File: config.mk
export PLATFORM = sky130hd
export DESIGN_NAME = fp_add_pipe
export DESIGN_NICKNAME = d
export VERILOG_FILES = /design/src/rtl/fp_add_pipe.sv
export SDC_FILE = /design/constraint.sdc
export NUM_CORES = 1
export LEC_CHECK = 0
export ABC_AREA = 1
export CAP_MARGIN = 20
export CORE_UTILIZATION = 51
export DETAILED_ROUTE_END_ITERATION = 12
export HOLD_SLACK_MARGIN = 0.02
export PLACE_DENSITY = 0.72
export SYNTH_ARGS = -nofsm -noshare
export SYNTH_HDL_FRONTEND = slang
export SYNTH_SLANG_ARGS = --single-unit
File: constraint.sdc
create_clock -name clk -period 9.4 [get_ports clk]
set_input_delay 1.88 -clock clk [delete_from_list [all_inputs] [get_ports clk]]
set_output_delay 1.88 -clock clk [all_outputs]
set_load 0.01 [all_outputs]
File: src/rtl/fp_add_pipe.sv
// fp_add_pipe: 3-stage pipelined round-toward-zero floating-point adder with valid/ready, tag and flush.
// Define FP_ADD_PIPE_SUB_EN to add the in_sub port (computes A-B when set).
module fp_add_pipe #(
    parameter int EXP_W = 8,
    parameter int MAN_W = 23,
    parameter int TAG_W = 4
) (
    input  logic                   clk,
    input  logic                   reset,
    input  logic                   flush,
    input  logic                   in_valid,
    output logic                   in_ready,
    input  logic [EXP_W+MAN_W:0]   in_a,
    input  logic [EXP_W+MAN_W:0]   in_b,
    input  logic [TAG_W-1:0]       in_tag,
`ifdef FP_ADD_PIPE_SUB_EN
    input  logic                   in_sub,
`endif
    output logic                   out_valid,
    input  logic                   out_ready,
    output logic [EXP_W+MAN_W:0]   out_res,
    output logic [TAG_W-1:0]       out_tag
);
    localparam int W = 1 + EXP_W + MAN_W;
    localparam int FW = MAN_W + 4;
    localparam int LZ_W = $clog2(FW + 1);
    localparam int XW = (EXP_W > LZ_W ? EXP_W : LZ_W) + 2;
    localparam logic [EXP_W-1:0] EMAX = '1;
    localparam logic [W-1:0] QNAN = {1'b0, EMAX, 1'b1, {(MAN_W-1){1'b0}}};

    logic stall, sub, sb_in, a_big, inf_a, inf_b, nan_in;
    logic [W-2:0] mag_a, mag_b, mag_big, mag_small;
    logic [EXP_W-1:0] d;
    int dc;
    logic [FW-1:0] m_big, m_small, sh, lost;

    logic s1_v, s1_sign, s1_sub, s1_zs, s1_sp;
    logic [EXP_W-1:0] s1_exp;
    logic [FW-1:0] s1_ma, s1_mb;
    logic [W-1:0] s1_spv;
    logic [TAG_W-1:0] s1_tag;

    logic s2_v, s2_sign, s2_zs, s2_sp;
    logic [EXP_W-1:0] s2_exp;
    logic [FW:0] s2_sum;
    logic [W-1:0] s2_spv;
    logic [TAG_W-1:0] s2_tag;

    logic [LZ_W-1:0] lz;
    logic [XW-1:0] ne;
    logic [MAN_W-1:0] frac;
    logic [W-1:0] res;

`ifdef FP_ADD_PIPE_SUB_EN
    assign sub = in_sub;
`else
    assign sub = 1'b0;
`endif

    assign stall = out_valid && !out_ready;
    assign in_ready = !stall && !flush;

    // S1: flush subnormals, order by magnitude, align the smaller operand with guard/round/sticky
    always_comb begin
        sb_in = in_b[W-1] ^ sub;
        mag_a = (in_a[W-2:MAN_W] == '0) ? '0 : in_a[W-2:0];
        mag_b = (in_b[W-2:MAN_W] == '0) ? '0 : in_b[W-2:0];
        a_big = mag_a >= mag_b;
        mag_big = a_big ? mag_a : mag_b;
        mag_small = a_big ? mag_b : mag_a;
        d = mag_big[W-2:MAN_W] - mag_small[W-2:MAN_W];
        dc = (int'(d) > FW) ? FW : int'(d);
        m_big = {|mag_big[W-2:MAN_W], mag_big[MAN_W-1:0], 3'b000};
        m_small = {|mag_small[W-2:MAN_W], mag_small[MAN_W-1:0], 3'b000};
        sh = m_small >> dc;
        lost = m_small << (FW - dc);
        inf_a = &in_a[W-2:MAN_W] && ~|in_a[MAN_W-1:0];
        inf_b = &in_b[W-2:MAN_W] && ~|in_b[MAN_W-1:0];
        nan_in = (&in_a[W-2:MAN_W] && |in_a[MAN_W-1:0]) || (&in_b[W-2:MAN_W] && |in_b[MAN_W-1:0])
               || (inf_a && inf_b && (in_a[W-1] != sb_in));
    end

    // S3: normalise, truncate, detect overflow/underflow, pack
    always_comb begin
        lz = LZ_W'(FW);
        for (int i = 0; i < FW; i++) if (s2_sum[i]) lz = LZ_W'(FW - 1 - i);
        ne = s2_sum[FW] ? XW'(s2_exp) + XW'(1) : XW'(s2_exp) - XW'(lz);
        frac = s2_sum[FW] ? s2_sum[FW-1:4] : MAN_W'((s2_sum[FW-1:0] << lz) >> 3);
        res = s2_sp ? s2_spv
            : (s2_sum == '0) ? {s2_zs, {(W-1){1'b0}}}
            : (!ne[XW-1] && ne >= XW'(EMAX)) ? {s2_sign, EMAX, {MAN_W{1'b0}}}
            : (ne[XW-1] || ne == '0) ? {s2_sign, {(W-1){1'b0}}}
            : {s2_sign, ne[EXP_W-1:0], frac};
    end

    always_ff @(posedge clk) begin
        if (!stall) begin
            s1_sign <= a_big ? in_a[W-1] : sb_in;
            s1_exp <= mag_big[W-2:MAN_W];
            s1_ma <= m_big;
            s1_mb <= {sh[FW-1:1], sh[0] | (|lost)};
            s1_sub <= in_a[W-1] ^ sb_in;
            s1_zs <= in_a[W-1] & sb_in;
            s1_sp <= nan_in || inf_a || inf_b;
            s1_spv <= nan_in ? QNAN : {inf_a ? in_a[W-1] : sb_in, EMAX, {MAN_W{1'b0}}};
            s1_tag <= in_tag;
            s2_sign <= s1_sign;
            s2_exp <= s1_exp;
            s2_sum <= s1_sub ? {1'b0, s1_ma} - {1'b0, s1_mb} : {1'b0, s1_ma} + {1'b0, s1_mb};
            s2_zs <= s1_zs;
            s2_sp <= s1_sp;
            s2_spv <= s1_spv;
            s2_tag <= s1_tag;
        end
    end

    always_ff @(posedge clk or posedge reset) begin
        if (reset) begin
            s1_v <= 1'b0;
            s2_v <= 1'b0;
            out_valid <= 1'b0;
            out_res <= '0;
            out_tag <= '0;
        end else if (flush) begin
            s1_v <= 1'b0;
            s2_v <= 1'b0;
            out_valid <= 1'b0;
        end else if (!stall) begin
            s1_v <= in_valid;
            s2_v <= s1_v;
            out_valid <= s2_v;
            out_res <= res;
            out_tag <= s2_tag;
        end
    end
endmodule

# Yosys cells after proc, flatten, opt, wreduce, memory -nomap -nowiden
# Index checks and enable logic that the tools add are counted.
# classes
n_lt_le_gt_ge	3
n_addsub	6
n_bitwise	5
reduce_logical	32
div	0
mul	0
shift	3
n_eq_ne	2
muxes	48
# ops
operator	count
two-way mux 31 bit	6
two-way mux 5 bit	26
two-way mux 32 bit	2
two-way mux 23 bit	2
OR reduction 23 bit	2
left shift 27 x 32 -> 27 bit	1
greater-or-equal comparator 31 bit	1
adder 27 x 27 -> 28 bit	1
logical NOT 28 bit	1
two-way mux 28 bit	1
subtractor 27 x 27 -> 28 bit	1
OR reduction 27 bit	1
left shift 27 x 5 -> 26 bit	1
>> shifter 27 x 8 -> 27 bit	1
logical NOT 8 bit	2
AND reduction 8 bit	2
OR reduction 8 bit	2
greater-or-equal comparator 10 x 8 -> 1 bit (second input constant)	1
logical NOT 10 bit	1
two-way mux 10 bit	1
adder 8 x 1 -> 9 bit (second input constant)	1
logical AND 1 bit	9
two-way mux 1 bit	9
subtractor 5 x 8 -> 9 bit (first input constant)	1
other kinds (13)	23
# word_totals
latchBits	0
output_inout_bits	38
regBits	213
wordCells	121
ramBits	0
mem_bits_ro	0
input_bits	73
n_memories	0

# Logic depth before layout (Yosys ltp)
# logic_depth
word_depth	35
depth_mapped	45
depth_no_buf	42

# Worst setup path before layout
# Ideal clock, no wire load.
# synth_timing
kind	in2out
startpoint	in out_ready
endpoint	out in_ready
path_buffers	1
slack_ps	2077
t_required_ps	7520
stages	5
t_arrival_ps	5443
cell_sequence	inv_1 -> nand2_1 -> nand2_1 -> inv_1 -> clkbuf_1
# synth_via
elab_chain_len	4
# synth_lines
item	line	text
from (decl)	20	input logic out_ready,
logical NOT 1 bit	60	assign stall = out_valid && !out_ready;
logical AND 1 bit	60	
logical NOT 1 bit	-	
logical AND 1 bit	61	assign in_ready = !stall && !flush;
to (decl)	12	output logic in_ready,
# No other way between the ends.

# Final worst setup path
# layout_timing
startpoint	in in_a[29]
endpoint	reg s1_mb[4] (data pin)
# layout_via
elab_chain_len	8
word_cells_on_any_way	10
classes_between	1 x add/sub; 2 x order compare; 1 x shift; 4 x mux; 2 x reduce/logical
# layout_lines
item	line	text
from (decl)	13	input logic [EXP_W+MAN_W:0] in_a,
logical NOT 8 bit	66	mag_a = (in_a[W-2:MAN_W] == '0) ? '0 : in_a[W-2:0];
two-way mux 31 bit *	66	
greater-or-equal comparator 31 bit	68	a_big = mag_a >= mag_b;
two-way mux 31 bit, on equally long branches	69, 70	
subtractor 8 bit	71	d = mag_big[W-2:MAN_W] - mag_small[W-2:MAN_W];
greater-than comparator 8 x 5 -> 1 bit	72	dc = (int'(d) > FW) ? FW : int'(d);
two-way mux 8 bit	72	
>> shifter 27 x 8 -> 27 bit *	75	sh = m_small >> dc;
to (signal assigned)	101	s1_mb <= {sh[FW-1:1], sh[0] | (|lost)};
to (decl)	39	logic [FW-1:0] s1_ma, s1_mb;
# Every way passes the cells marked *; elsewhere a longest branch is shown, timed or not.
# A chain may end at the register's enable or synchronous reset.

==> metrics.txt <==
port bufs=110; status=complete, no violations; GR peak layer=met2; max_cap viols=0; Avg Cell Area, Syn=6.90 um^2; asr flop ratio synth=about a quarter; antenna fix cells=0; detailed-router iteration count before antenna repair=7; CTS tree=done; Syn Inst Count=between 1500 and 2000; Nets=2139; DP HPWL=about 32000 um; Critical Path Sink=s1_mb[4]; most frequent CP cell=nand2_1; Top FF cell, synth=edfxtp_1; Power Dens Cells=~220 nW/um^2; reg2reg path depth=34; global routing usage on met1=between 30% and 40%; f_max=about 130 MHz; number of post-CTS setup repair buffers=0; Layout area overhead=13.4%; Tcrit/Tclk final=85.0%; vias in the first global route=around 12000; Worst-path clk slew=~0.06 ns; Crit. path cell count=37; most common library cell in the layout ignoring fill and taps=nand2_1; pre-CTS WS=around 1.1 ns; worst setup margin=between 1 and 1.5 ns; # fillers=about 2400; setup TNS=0 ns; count of different cell masters after synthesis=56; Antenna Nets Post-Route=0; drt wl/cell=17.1 um; number of synthesized flops with an enable pin=114; Final Max Tran Viols=0; FF+latch count, synth=153; delay-heaviest family, CP=simple AND/OR/NAND/NOR gates; hold slack=between 0.4 and 0.5 ns; biggest cell delay along the critical path=slightly above 0.6 ns; Max Clock Skew=around 0.010 ns; P_leak=roughly 7.1 nW; reg-to-reg endpoint=out_res[18]; met3 Use GR=3.63%; Core Region=between 20000 and 30000 um^2; commonest non-fill, non-tap cells in the layout=nand2_1 (532), inv_1 (245), o21ai_0 (200); DRT iter0 DRCs=1144; CTS Hold Bufs=0; first-pass GRT wire length=between 60000 and 70000 um; Max VDD drop=roughly 0.16 mV; max_slew headroom=30.2%; CTS Buf Count=17; Critical Path End Type=flop; register area share after synthesis=between 30% and 40%; via count=around 13000; Avg Vias per Cell=between 5 and 6; htree depth=4; Netlist Area Pre-Place=around 13000 um^2; Initial Utilization=a little over half; GRT Util Overall=30.3%; synth warn=0; setup violators final=0; worst path buffer plus inverter count=6; worst setup path startpoint=in_a[29]; CTS max path bufs=2; reg2reg setup slack=about 3.5 ns; Worst Setup Start Kind=input port; fin crit period=between 7 and 8 ns; grt met2 use=around 55%; Routability Congestion=around 0.98; antenna violations before repair=0; total chip power=around 3.3 mW; share of layout cells above drive strength 1=under 10%; Worst-Skew Late Latency=0.44 ns; routed wire length=between 30000 and 40000 um; Top-Level Pins=~110; Worst Hold Class=flop to flop; CTS root buffer=clkbuf_16; row cnt=58; setup repair after global routing missed its margin=false; Die Ht=163 um; CP arrival=slightly above 8 ns; Syn Nets=2078; # clock sinks=about 150; Worst R2R Start=s2_sum[5]; cells resized by post-CTS repair=0; largest net degree at the start of global routing=63; DIE AREA=~27000 um^2; worst-path fanout max=33; die width=163 um; Crit path required time=slightly below 10 ns; Worst-Margin Slew=around 1 ns; Hold Violations, Final=0; GR Overflow Total=0; final core occ=between 50 and 60%; critical path class=input port to flop; critical path's slowest cell=nand3_2; Post-route DRC=0
==> metrics by stage <==
stage	area, um^2	instances
finish	15000	2324
global route	15000	2324
floorplan	13300	1922
detailed placement	14500	2293
CTS	15000	2323
global placement	14500	2293
==> flip-flops by register name, indices dropped and copies added, names as in the netlist <==
register   count
s1_sp          1
s2_exp         8
s1_spv         2
s2_sp          1
s2_v           1
s2_zs          1
s2_spv         2
s1_mb         27
s1_exp         8
s1_sign        1
s1_sub         1
s1_zs          1
s2_tag         4
out_tag        4
s1_ma         24
out_res       32
s2_sum        28
s1_tag         4
s2_sign        1
s1_v           1
out_valid      1
==> cells in the mapped netlist (5+ instances only) <==
cell type	count	area share (%)
xor2_1	29	1.9
nand2_2	8	0.38
nor2_4	6	0.51
clkbuf_1	58	1.6
dfrtp_1	39	7.4
mux2i_1	11	0.83
nand3_1	133	5.0
edfxtp_1	114	26
nor4_1	17	0.80
o211ai_1	21	1.2
nand2_1	533	15
o21ai_0	200	7.5
nor3_1	16	0.60
buf_6	6	0.51
buf_2	10	0.38
nand4_1	42	2.0
o22ai_1	14	0.66
nor2_1	140	4.0
nor2_2	6	0.28
ha_1	81	7.6
o21ai_1	14	0.53
o21bai_1	7	0.40
inv_1	245	6.9
o31ai_1	8	0.45
a211oi_1	5	0.28
a21oi_1	98	3.7
==> per-layer routing <==
| layer | wire length (um) | vias up |
|---|---|---|
| met5 | 0 | - |
| met4 | 1690 | 0 |
| met3 | 1810 | 97 |
| met2 | 19600 | 474 |
| met1 | 16600 | 5980 |
| li1 | - | 6551 |
==> final cells by class <==
| type | count | area (um^2) | area share (%) |
|---|---|---|---|
| multi-input cells | 1435 | 7550 | 50.2 |
| clock buffers | 18 | 429 | 2.85 |
| clock inverters | 12 | 81.3 | 0.540 |
| inverters | 253 | 952 | 6.33 |
| flip-flops and latches | 153 | 4400 | 29.2 |
| repair buffers | 123 | 1220 | 8.10 |
| well taps | 330 | 413 | 2.74 |
==> worst min-delay path by stage <==
| stage | from | to | slack, ns | depth (start not counted) |
|---|---|---|---|---|
| after detailed placement | s1_exp[1] | s2_exp[1] | 0.40 | 0 |
| after global routing | s1_exp[1] | s2_exp[1] | 0.42 | 0 |
| after global placement | s1_tag[1] | s2_tag[1] | 0.40 | 0 |
| after CTS | s1_spv[22] | s2_spv[22] | 0.42 | 0 |
| final | s1_spv[22] | s2_spv[22] | 0.41 | 0 |
| after floorplan | s1_exp[0] | s2_exp[0] | 0.40 | 0 |
==> cell families (layout without fill, tap and decap cells) <==
| family | count (synthesis) | in the layout | share of synthesized area, % |
|---|---|---|---|
| multiplexers | 11 | 11 | 0.830 |
| AO/OA/AOI/OAI | 394 | 394 | 16.4 |
| XOR/XNOR | 31 | 31 | 2.05 |
| flip-flops | 153 | 153 | 33.2 |
| adder cells (fa/ha/maj) | 83 | 83 | 7.94 |
| AND/OR/NAND/NOR | 916 | 916 | 29.6 |
| buffers and inverters | 334 | 406 | 10.0 |
==> power breakdown <==
group	internal (mW)	switching (mW)	total, mW	leakage, nW
clock network	0.331	0.272	0.603	0.235
logic	0.585	1.03	1.62	5.11
registers	0.920	0.133	1.05	1.73
==> worst register-to-register path, delay by kind of cell (launching register included) <==
family / cells / cell delay, ns
and+or+nand+nor: 14 / 1.88
AOI/OAI and AO/OA: 12 / 1.77
buffers and inverters: 5 / 0.92
adders and majority gates: 2 / 0.64
DFF: 1 / 0.51
xor gates and xnor gates: 1 / 0.15
(Power assumes the default switching activity.)
